[src/rtl/knn_dist_unit.sv]
// Three-stage squared-Euclidean distance pipeline feeding knn_core.
// Holds one test point; emits (dist, label, last) per accepted dataset point, in order.
module knn_dist_unit #(
  parameter int DATA_W  = 32,
  parameter int LABEL_W = 8
) (
  input  logic                  clk,
  input  logic                  rst_n,
  input  logic                  clr,
  input  logic                  test_ld,
  input  logic [DATA_W/2-1:0]   test_x,
  input  logic [DATA_W/2-1:0]   test_y,
  input  logic                  pt_valid,
  output logic                  pt_ready,
  input  logic [DATA_W/2-1:0]   pt_x,
  input  logic [DATA_W/2-1:0]   pt_y,
  input  logic [LABEL_W-1:0]    pt_label,
  input  logic                  pt_last,
  output logic                  dist_valid,
  input  logic                  dist_ready,
  output logic [2*DATA_W-1:0]   dist_value,
  output logic [LABEL_W-1:0]    dist_label,
  output logic                  dist_last,
  output logic                  busy,
  output logic                  done,
  output logic [DATA_W-1:0]     pt_count
);

  localparam int HW    = DATA_W / 2;
  localparam int SQ_W  = DATA_W + 2;
  localparam int SUM_W = DATA_W + 3;

  logic [HW-1:0]       r_tx, r_ty;
  logic                r_v1, r_v2, r_v3;
  logic [HW:0]         r_dx1, r_dy1;
  logic [LABEL_W-1:0]  r_lab1, r_lab2, r_lab3;
  logic                r_last1, r_last2, r_last3;
  logic [SQ_W-1:0]     r_sqx2, r_sqy2;
  logic [2*DATA_W-1:0] r_dist3;
  logic [DATA_W-1:0]   r_count;
  logic                r_done;

  logic                w_stall, w_accept, w_out_hs;
  logic [HW:0]         w_dx, w_dy;
  logic [SQ_W-1:0]     w_dx_ext, w_dy_ext, w_sqx, w_sqy;
  logic [SUM_W-1:0]    w_sum;

  assign w_stall  = r_v3 & ~dist_ready;
  assign w_accept = pt_valid & ~w_stall;
  assign w_out_hs = r_v3 & dist_ready;

  // Differences carry one extra bit so the full signed range never wraps.
  assign w_dx = {pt_x[HW-1], pt_x} - {r_tx[HW-1], r_tx};
  assign w_dy = {pt_y[HW-1], pt_y} - {r_ty[HW-1], r_ty};

  // Squaring the sign-extended value modulo 2^SQ_W yields the exact non-negative square.
  assign w_dx_ext = {{(SQ_W-HW-1){r_dx1[HW]}}, r_dx1};
  assign w_dy_ext = {{(SQ_W-HW-1){r_dy1[HW]}}, r_dy1};
  assign w_sqx    = w_dx_ext * w_dx_ext;
  assign w_sqy    = w_dy_ext * w_dy_ext;
  assign w_sum    = {1'b0, r_sqx2} + {1'b0, r_sqy2};

  always_ff @(posedge clk or negedge rst_n) begin
    if (!rst_n) begin
      r_tx <= '0;
      r_ty <= '0;
    end else if (test_ld && !busy) begin
      r_tx <= test_x;
      r_ty <= test_y;
    end
  end

  always_ff @(posedge clk or negedge rst_n) begin
    if (!rst_n) begin
      r_v1 <= 1'b0;
      r_v2 <= 1'b0;
      r_v3 <= 1'b0;
    end else if (clr) begin
      r_v1 <= 1'b0;
      r_v2 <= 1'b0;
      r_v3 <= 1'b0;
    end else if (!w_stall) begin
      r_v1 <= w_accept;
      r_v2 <= r_v1;
      r_v3 <= r_v2;
    end
  end

  always_ff @(posedge clk or negedge rst_n) begin
    if (!rst_n) begin
      r_dx1   <= '0;
      r_dy1   <= '0;
      r_lab1  <= '0;
      r_last1 <= 1'b0;
      r_sqx2  <= '0;
      r_sqy2  <= '0;
      r_lab2  <= '0;
      r_last2 <= 1'b0;
      r_dist3 <= '0;
      r_lab3  <= '0;
      r_last3 <= 1'b0;
    end else if (!w_stall) begin
      r_dx1   <= w_dx;
      r_dy1   <= w_dy;
      r_lab1  <= pt_label;
      r_last1 <= pt_last;
      r_sqx2  <= w_sqx;
      r_sqy2  <= w_sqy;
      r_lab2  <= r_lab1;
      r_last2 <= r_last1;
      r_dist3 <= {{(2*DATA_W-SUM_W){1'b0}}, w_sum};
      r_lab3  <= r_lab2;
      r_last3 <= r_last2;
    end
  end

  always_ff @(posedge clk or negedge rst_n) begin
    if (!rst_n) begin
      r_count <= '0;
      r_done  <= 1'b0;
    end else if (clr) begin
      r_count <= '0;
      r_done  <= 1'b0;
    end else begin
      if (w_accept) begin
        r_count <= r_count + {{(DATA_W-1){1'b0}}, 1'b1};
      end
      r_done <= w_out_hs & r_last3;
    end
  end

  assign pt_ready   = ~w_stall;
  assign dist_valid = r_v3;
  assign dist_value = r_dist3;
  assign dist_label = r_lab3;
  assign dist_last  = r_last3;
  assign busy       = r_v1 | r_v2 | r_v3;
  assign done       = r_done;
  assign pt_count   = r_count;

endmodule
[config.mk]
export PLATFORM = sky130hd
export DESIGN_NAME = knn_dist_unit
export DESIGN_NICKNAME = d
export VERILOG_FILES = /design/src/rtl/knn_dist_unit.sv
export SDC_FILE = /design/constraint.sdc
export NUM_CORES = 2
export LEC_CHECK = 0
export CORE_ASPECT_RATIO = 1.2
export CORE_MARGIN = 1
export CORE_UTILIZATION = 40
export CTS_CLUSTER_DIAMETER = 150
export DETAILED_ROUTE_END_ITERATION = 8
export PLACE_DENSITY = 0.59
export SETUP_SLACK_MARGIN = 0.02
export SLEW_MARGIN = 30
export SYNTH_ARGS = -nofsm -noshare
export SYNTH_HDL_FRONTEND = slang
export SYNTH_SLANG_ARGS = --single-unit
export TNS_END_PERCENT = 20
[constraint.sdc]
create_clock -name clk -period 8.78 [get_ports clk]
set_input_delay 1.756 -clock clk [delete_from_list [all_inputs] [get_ports clk]]
set_output_delay 1.756 -clock clk [all_outputs]
set_load 0.1 [all_outputs]
==> reports/qor.csv <==
stage,metric,value,unit
status,status,"finished, final reports clean",
worst_setup_path,CP Launch Type,flop,
timing,Rel. slew slack,31.6,%
final_layout,"Area growth, synth to finish",10.9,%
timing,Clock Skews,0.0169,ns
worst_hold_path,Hold Path Class,flop to flop,
global_route,initial antenna violation count,2,
worst_setup_path,critical path peak fanout,22,
clock_network,CTS tree,built,
logic_synthesis,Netlist cell types,68,
global_route,Overflow after GRT,0,
placed_design,IO Port Bufs,158,
timing,fin crit share,83.4,%
final_layout,Filler Cells Inserted,7692,
worst_setup_path,critical path required time,9.23,ns
worst_hold_path,Hold Path Depth,2,
clock_network,H-tree levels,1,
drt,number of detailed-route iterations in the first pass,6,
placed_design,placed cell areas,33900,um2
logic_synthesis,sequential share of the synthesized area,18.3,%
worst_setup_path,worst reg2reg path depth,20,
drt,"antenna viol nets, final",0,
floorplanning,die area,79600,um2
timing,fin. max-slew vios,0,
logic_synthesis,"flops & latches, synth",230,
worst_setup_path,r2r endpoint,r_sqy2[32],
final_layout,Final Net Count,4358,
floorplanning,Core Footprint,77800,um2
timing,Tightest Pin Transition,1.02,ns
floorplanning,Placement Rows,112,
timing,Setup Viol. Count Final,0,
timing,number of hold violations in the final report,0,
timing,fin worst setup slack,1.45,ns
final_layout,design area,34800,um2
timing,Setup TNS Final,0,ns
drt,Routed WL per cell,16.1,um
placed_design,dpl ws,1.54,ns
timing,RSZ-0062 raised after global routing,false,
worst_hold_path,Worst Hold Path EP,dist_value[1],
global_route,vias in the first global route,23900,
clock_network,number of clock sinks,230,
worst_setup_path,CP endpoint kind,flop,
floorplanning,Initial Util,40.4,%
final_layout,"most common cell after layout, fill and taps aside",inv_1,
global_route,Total GRT Usage,19.3,%
worst_setup_path,crit path DAT,7.78,ns
worst_hold_path,Worst Hold Launch,dist_value[1],
logic_synthesis,Post-synth EDFFs,0,
clock_network,Post-CTS Setup Inserts,0,
floorplanning,I/O pins,188,
drt,Vias,22200,
logic_synthesis,Cells after Synth,3402,
global_route,largest net degree at the start of global routing,179,
clock_network,Root Buffer,clkbuf_16,
clock_network,clock buffer depth,3,
global_route,global-route wire length before repair,123,mm
job,max-cap violation count,0,
logic_synthesis,prevailing post-synth register cell,dfrtp_1,
drt,drt total wl,73.3,mm
clock_network,clock-pin slew on the worst setup and hold paths,0.06,ns
clock_network,# hold bufs at CTS,0,
final_layout,layout cells sized above 1,2.70,%
drt,Residual DRC,0,
placed_design,hpwl dp,59.2,mm
floorplanning,Vert. Die Dim,309,um
final_layout,most frequent cells in the layout,"inv_1 (731), fa_1 (534), nand2_1 (402), ha_1 (250), dfrtp_1 (230)",
worst_setup_path,RR Startpoint,r_dy1[5],
worst_setup_path,CP Class,flop to flop,
logic_synthesis,Synthesis Warnings,0,
logic_synthesis,mapped cell area,31400,um2
clock_network,CTS buffer count,29,
final_layout,n_diodes,0,
drt,drt initial violations,949,
floorplanning,Die W,258,um
logic_synthesis,Syn Area/Cell,9.23,um2
timing,Period minus WS final,7.33,ns
worst_setup_path,FF-to-FF setup slack,1.45,ns
timing,Max Freq,137,MHz
placed_design,GPL Wtd Cong,0.856,
drt,vias per cell,4.90,
clock_network,clock latency on the worst-skew pair,0.58,ns
worst_setup_path,crit path launch,r_dy1[5],
logic_synthesis,async set-reset flop share out of synthesis,100,%
clock_network,post-CTS sizing,0,
-- routing by layer --
metal  global-route usage (%)  wire [um]  up-vias
met1                     24.9      31300    11100
met3                     2.76       3570       79
met2                     34.7      37100      407
met4                     3.50       1290        0
met5                        0          0        -
li1                         -          -    10600
-- state kept, by name (all words and copies together) (netlist names) --
signal	flops
dist_value	35
r_sqx2	33
r_sqy2	33
pt_count	32
r_dx1	17
r_dy1	17
r_tx	16
r_ty	16
dist_label	8
r_lab1	8
r_lab2	8
dist_last	1
dist_valid	1
done	1
r_last1	1
r_last2	1
r_v1	1
r_v2	1
-- kinds of logic (layout without fill, tap and decap cells) --
kind of cell               Yosys count  after routing  share of synthesized area (%)
and+or+nand+nor                    916            916                           13.5
AOI/OAI and AO/OA                  447            447                           9.07
other                                1             29                         0.0119
buffers and inverters              867            951                           10.7
adders and majority gates          784            784                           44.0
muxes                                7              7                          0.251
DFF                                230            230                           18.3
xor gates and xnor gates           150            150                           4.18
-- worst max-delay path: stages, from the launching register on --
cell	delay, ns
dfrtp_1	0.90
nand2_1	0.29
fa_1	0.59
inv_1	0.07
fa_1	0.80
fa_1	0.53
fa_1	0.50
fa_1	0.49
inv_1	0.05
fa_1	0.48
inv_1	0.04
ha_1	0.37
and3_1	0.26
a221o_1	0.30
a21oi_1	0.21
nand2_1	0.08
a311oi_1	0.38
o21bai_1	0.17
a31oi_1	0.22
mux2i_1	0.10
a2111o_1	0.38
-- area by class of cell --
type	count	area (um2)	area share (%)
flip-flops and latches	230	5760	16.5
clock buffers	38	820	2.35
well taps	1026	1280	3.69
repair buffers	169	1650	4.75
multi-input cells	2333	22400	64.3
inverters	732	2750	7.90
clock inverters	12	150	0.431
-- how the worst max path moves through the flow --
stage | endpoint | slack [ns] | cells after the start
floorplan | r_sqy2[32] | 2.08 | 21
global placement | r_sqy2[32] | 1.73 | 19
detailed placement | r_sqy2[32] | 1.54 | 19
CTS | r_sqy2[32] | 1.50 | 19
global route | r_sqy2[32] | 1.02 | 20
finish | r_sqy2[32] | 1.45 | 20
-- synthesized netlist by cell type, types with 11 or more instances --
library cell / count / area, um2
inv_1: 732 / 2750
fa_1: 534 / 10700
nand2_1: 402 / 1510
ha_1: 250 / 3130
dfrtp_1: 230 / 5760
nor2_1: 186 / 698
a21oi_1: 136 / 681
and2_1: 125 / 782
o21ai_0: 113 / 566
clkbuf_1: 96 / 360
xnor2_1: 90 / 788
xor2_1: 60 / 526
a21o_1: 40 / 300
nand3_1: 37 / 185
nor2b_1: 37 / 231
buf_4: 29 / 218
nor3_1: 28 / 140
nand2b_1: 20 / 125
o21a_1: 20 / 150
and3_1: 19 / 119
a211oi_1: 18 / 135
o31ai_1: 18 / 135
or3_1: 18 / 113
a31oi_1: 13 / 81.3
o21bai_1: 12 / 90.1
a31o_2: 11 / 96.3
-- stage by stage --
stage | hold slack [ns] | std cells | util [%]
floorplan | 0.439 | 3430 | -
global placement | 0.448 | 4490 | 43.6
detailed placement | 0.456 | 4490 | 43.5
CTS | 0.468 | 4540 | 44.8
global route | 0.491 | 4540 | 44.8
finish | 0.463 | 4540 | 44.8
Power is left out: the tool's default activity adds up to more than one toggle a clock period on the data nets, which glitch-free logic cannot reach.
